==> config.mk <==
export PLATFORM = sky130hd
export DESIGN_NAME = spike_encoder_array
export DESIGN_NICKNAME = d
export VERILOG_FILES = /design/src/rtl/spike_encoder_array.sv
export SDC_FILE = /design/constraint.sdc
export NUM_CORES = 1
export LEC_CHECK = 0
export CORE_MARGIN = 4
export CORE_UTILIZATION = 55
export CTS_CLUSTER_DIAMETER = 120
export DETAILED_ROUTE_END_ITERATION = 6
export GPL_ROUTABILITY_DRIVEN = 0
export GPL_TIMING_DRIVEN = 0
export PLACE_DENSITY_LB_ADDON = 0.1
export SYNTH_ARGS = -nofsm -noshare
export SYNTH_HDL_FRONTEND = slang
export SYNTH_SLANG_ARGS = --single-unit
export TNS_END_PERCENT = 5
==> constraint.sdc <==
create_clock -name clk -period 6.95 [get_ports clk]
set_clock_uncertainty 0.1 [all_clocks]
set_input_delay 1.39 -clock clk [delete_from_list [all_inputs] [get_ports clk]]
set_output_delay 1.39 -clock clk [all_outputs]
set_load 0.01 [all_outputs]
==> src/rtl/spike_encoder_array.sv <==
// Multi-channel temporal spike encoder: latches per-channel spike times on start and
// replays them across one PERIOD-cycle window in sustained or single-pulse form.
module spike_encoder_array #(
    parameter int NUM_CH = 8,
    parameter int TIME_W = 4,
    parameter int PERIOD = 16
) (
    input  logic                       clk,
    input  logic                       rst_n,
    input  logic                       start,
    input  logic                       abort,
    input  logic                       mode,
    input  logic [NUM_CH*TIME_W-1:0]   spike_times,
    input  logic [NUM_CH-1:0]          inhibit,
    output logic [NUM_CH-1:0]          spike_out,
    output logic [TIME_W-1:0]          time_val,
    output logic                       busy,
    output logic                       window_done
);

    typedef enum logic [0:0] {
        ST_IDLE = 1'b0,
        ST_RUN  = 1'b1
    } state_t;

    localparam logic [TIME_W-1:0] LAST_T = TIME_W'(PERIOD - 1);

    state_t                     state_r, state_s;
    logic [TIME_W-1:0]          time_r, time_s;
    logic [NUM_CH*TIME_W-1:0]   times_r, times_s;
    logic [NUM_CH-1:0]          inh_r, inh_s;
    logic                       mode_r, mode_s;
    logic                       done_r, done_s;
    logic                       busy_r;
    logic [NUM_CH-1:0]          spike_r, spike_s;
    logic                       latch_s;
    logic [TIME_W-1:0]          ch_time_s;

    // Next-state, window counter and input-latch decision.
    always_comb begin
        state_s = state_r;
        time_s  = time_r;
        done_s  = 1'b0;
        latch_s = 1'b0;
        case (state_r)
            ST_IDLE: begin
                time_s = {TIME_W{1'b0}};
                if (start && !abort) begin
                    state_s = ST_RUN;
                    latch_s = 1'b1;
                end else begin
                    state_s = ST_IDLE;
                end
            end
            ST_RUN: begin
                if (abort) begin
                    state_s = ST_IDLE;
                    time_s  = {TIME_W{1'b0}};
                end else if (time_r == LAST_T) begin
                    done_s = 1'b1;
                    time_s = {TIME_W{1'b0}};
                    if (start) begin
                        latch_s = 1'b1;
                    end else begin
                        state_s = ST_IDLE;
                    end
                end else begin
                    time_s = time_r + TIME_W'(1);
                end
            end
            default: begin
                state_s = ST_IDLE;
                time_s  = {TIME_W{1'b0}};
            end
        endcase
    end

    // Select freshly latched or held window parameters.
    always_comb begin
        if (latch_s) begin
            times_s = spike_times;
            inh_s   = inhibit;
            mode_s  = mode;
        end else begin
            times_s = times_r;
            inh_s   = inh_r;
            mode_s  = mode_r;
        end
    end

    // Spike decode from next-cycle state so spike_out can be a plain register.
    always_comb begin
        spike_s   = {NUM_CH{1'b0}};
        ch_time_s = {TIME_W{1'b0}};
        for (int i = 0; i < NUM_CH; i++) begin
            ch_time_s = times_s[i*TIME_W +: TIME_W];
            if ((state_s == ST_RUN) && !inh_s[i]) begin
                if (mode_s) begin
                    spike_s[i] = (ch_time_s == time_s);
                end else begin
                    spike_s[i] = (ch_time_s <= time_s);
                end
            end else begin
                spike_s[i] = 1'b0;
            end
        end
    end

    // State and output registers.
    always_ff @(posedge clk or negedge rst_n) begin
        if (!rst_n) begin
            state_r <= ST_IDLE;
            time_r  <= {TIME_W{1'b0}};
            times_r <= {(NUM_CH*TIME_W){1'b0}};
            inh_r   <= {NUM_CH{1'b0}};
            mode_r  <= 1'b0;
            done_r  <= 1'b0;
            busy_r  <= 1'b0;
            spike_r <= {NUM_CH{1'b0}};
        end else begin
            state_r <= state_s;
            time_r  <= time_s;
            times_r <= times_s;
            inh_r   <= inh_s;
            mode_r  <= mode_s;
            done_r  <= done_s;
            busy_r  <= (state_s == ST_RUN);
            spike_r <= spike_s;
        end
    end

    assign spike_out   = spike_r;
    assign time_val    = time_r;
    assign busy        = busy_r;
    assign window_done = done_r;

endmodule

==> results.md <==
- Share of async-settable or async-resettable flops after synthesis: 1.00
- Number of global-route vias before repair: 2397
- WP data required: 7.05 ns
- Total standard cell area after synthesis: 2840 um2
- Final cell utilization of the core: 0.747
- Worst slew pin tran: 0.739 ns
- Number of nets at the end of the flow: 432
- CTS max path bufs: 2
- Clk pin slew, worst setup/hold paths: 0.09 ns
- Post-DRT Antenna Nets: 0
- Global-route usage over all layers: 0.228
- Hold buffers post-CTS: 0
- Residual DRC: 0
- Critical path arrival: 4.37 ns
- Clock period minus final worst setup slack: 4.28 ns
- Sequential cell area fraction in the yosys report: 0.485
- Number of distinct library cell variants in the gate-level netlist after synthesis: 31
- YS warnings: 0
- Area delta synth->final: 27.7%
- Number of vias in the routed layout: 2273
- Placed cell areas: 3510 um2
- Launching element type of the critical path: primary input
- Pin count of the biggest net entering global routing: 33
- Avg Vias per Cell: 5.30
- Initial antenna violation count: 0
- Number of instances in the synthesized netlist: 296
- Final hold viol count: 0
- Static power due to leakage: 1.73 nW
- Buffer cell driving the clock tree root: sky130_fd_sc_hd__clkbuf_8
- MaxCap Viol Count: 0
- Synthesized Nets: 367
- Initial standard-cell utilization of the core: 0.585
- HPWL reported at the end of detailed placement: 4.83 mm
- Setup Slack @ Placement: 2.34 ns
- Die height: 79.8 um
- Width of the chip: 79.8 um
- Leading cell type in the layout, fill and taps excluded: sky130_fd_sc_hd__nand2_1
- Most frequent cells in the layout: 84 x sky130_fd_sc_hd__nand2_1, 56 x sky130_fd_sc_hd__clkdlybuf4s50_1, 55 x sky130_fd_sc_hd__dfrtp_1
- First-pass GRT wire length: 11.1 mm
- Rel. slew slack: 0.508
- Total number of clock tree sinks: 55
- Post_cts resized: 0
- Count of flip-flops with a built-in enable after synthesis: 0
- Area enclosed by the die boundary: 6370 um2
- DRT Pass-1 Iters: 4
- Worst VDD drop: 0.131 mV
- GRT overflow: 0
- Worst-case hold slack: 0.389 ns
- Maximum fanout count along the critical path: 10
- Leading register cell type out of synthesis: sky130_fd_sc_hd__dfrtp_1
- Average size of a mapped cell: 9.58 um2
- FP Rows: 25
- Fmax: 0.234 GHz
- Clock Latency Late Sink: 0.31 ns
- Status: complete, no violations
- Sum Neg Setup Slack: 0 ns
- Share of final-layout standard cells stronger than drive strength 1: 0.0801
- Total inserted antenna cells: 0
- Unrepaired setup endpoints after global routing: no
- Worst min-delay path category: reg -> reg
- TritonCTS clock tree: yes
- Total power divided by cell area: 225 nW/um2
- Element type at the critical path end: flip-flop
- Starting DRT DRC Count: 112
- Core Area: 4850 um2
- Final worst-path cycle share: 0.616
- Worst setup slack after layout: 2.67 ns
- Number of I/O port buffers: 57
- Boundary Pins: 59
- Flops & latches, synth: 55
- Number of setup buffers added after CTS: 0
- Clock buffer count from CTS: 5
- Total routed wirelength: 6.66 mm
- Post-route cell area: 3620 um2
- Category of the most critical setup path: in -> reg
- Deepest level of the CTS H-tree: 2
- Max-slew violations: 0
- Average wire length per cell after detail routing: 15.5 um
- Count of filler cells inserted in the layout: 371
- Setup violations, final: 0
[where the power goes]
| part | leakage (nW) | switching [mW] | internal [mW] | total, mW |
|---|---|---|---|---|
| Clock | 0.0612 | 0.105 | 0.117 | 0.222 |
| Sequential | 0.695 | 0.0160 | 0.364 | 0.380 |
| Combinational | 0.973 | 0.111 | 0.102 | 0.212 |
| Total | 1.73 | 0.232 | 0.583 | 0.814 |
[cell usage after synthesis (2+ instances only)]
master                      number  area share
sky130_fd_sc_hd__and3_1          2      0.0044
sky130_fd_sc_hd__dfrtp_1        55        0.49
sky130_fd_sc_hd__nor2_1         18       0.024
sky130_fd_sc_hd__ha_1           26        0.11
sky130_fd_sc_hd__a31oi_1         8       0.018
sky130_fd_sc_hd__nand2b_1        3      0.0066
sky130_fd_sc_hd__a2111oi_2       7       0.037
sky130_fd_sc_hd__clkbuf_1        7      0.0093
sky130_fd_sc_hd__inv_1          13       0.017
sky130_fd_sc_hd__o21ai_0         9       0.016
sky130_fd_sc_hd__o32a_1          7       0.025
sky130_fd_sc_hd__buf_4           2      0.0053
sky130_fd_sc_hd__mux2_2          7       0.028
sky130_fd_sc_hd__nand3_1         8       0.014
sky130_fd_sc_hd__nor2b_1         8       0.018
sky130_fd_sc_hd__a21oi_1        16       0.028
sky130_fd_sc_hd__buf_1           3      0.0040
sky130_fd_sc_hd__nand2_1        84        0.11
[state kept, by name (all words and copies together) (netlist names)]
signal       flops
window_done      1
times_r         32
spike_out        8
time_val         4
busy             1
inh_r            8
mode_r           1
[layout make-up]
type                            instances  area [um2]  area share
Multi-Input combinational cell        214        1350       0.373
Tap cell                               67        83.8      0.0231
Buffer                                 13        57.6      0.0159
Timing Repair Buffer                   58         586       0.162
Clock inverter                          2        35.0     0.00967
Inverter                               14        52.6      0.0145
Clock buffer                            6        82.6      0.0228
Sequential cell                        55        1380       0.380
[metrics by stage]
stage	cells	total power, mW
after floorplan	296	0.519
after global placement	420	0.586
after detailed placement	421	0.597
after CTS	429	0.818
after global routing	429	0.864
final	429	0.814
[worst max-delay path: stages]
cell,delay (ns)
sky130_fd_sc_hd__clkdlybuf4s50_1,0.49
sky130_fd_sc_hd__and2b_1,0.20
sky130_fd_sc_hd__o21ai_2,0.08
sky130_fd_sc_hd__buf_4,0.22
sky130_fd_sc_hd__buf_2,0.25
sky130_fd_sc_hd__buf_1,0.41
sky130_fd_sc_hd__nand2_1,0.12
sky130_fd_sc_hd__nand2_1,0.11
sky130_fd_sc_hd__ha_1,0.24
sky130_fd_sc_hd__a21oi_1,0.15
sky130_fd_sc_hd__nor2b_1,0.07
sky130_fd_sc_hd__o32a_1,0.29
sky130_fd_sc_hd__a2111oi_2,0.35
[layer usage]
layer  vias up  track usage  routed length [um]
met5         -            0                   0
met4         0       0.0828                  97
met3         8       0.0485                 358
met2        64        0.381                3180
met1      1065        0.290                3020
li1       1136            -                   -
[kinds of logic (layout without fill, tap and decap cells)]
group	count (synthesis)	after routing	share of synthesized area
buffers and inverters	27	93	0.0388
AND/OR/NAND/NOR	127	127	0.187
flip-flops	55	55	0.485
AO/OA/AOI/OAI	51	51	0.135
multiplexers	9	9	0.0366
XOR/XNOR	1	1	0.00309
adder cells (fa/ha/maj)	26	26	0.115
[worst paths after layout]
kind | startpoint | slack, ns | end | depth (start not counted)
worst max-delay path | abort | 2.67 | spike_out[1] | 13
worst min-delay path | times_r[5] | 0.39 | times_r[5] | 2
worst max register to register | time_val[0] | 3.44 | spike_out[1] | 13
worst min register to register | times_r[5] | 0.39 | times_r[5] | 2
max in group asynchronous | rst_n | 5.23 | times_r[3] | 2
min in group asynchronous | rst_n | 0.96 | window_done | 1
Power figures use the tool's default switching activity.
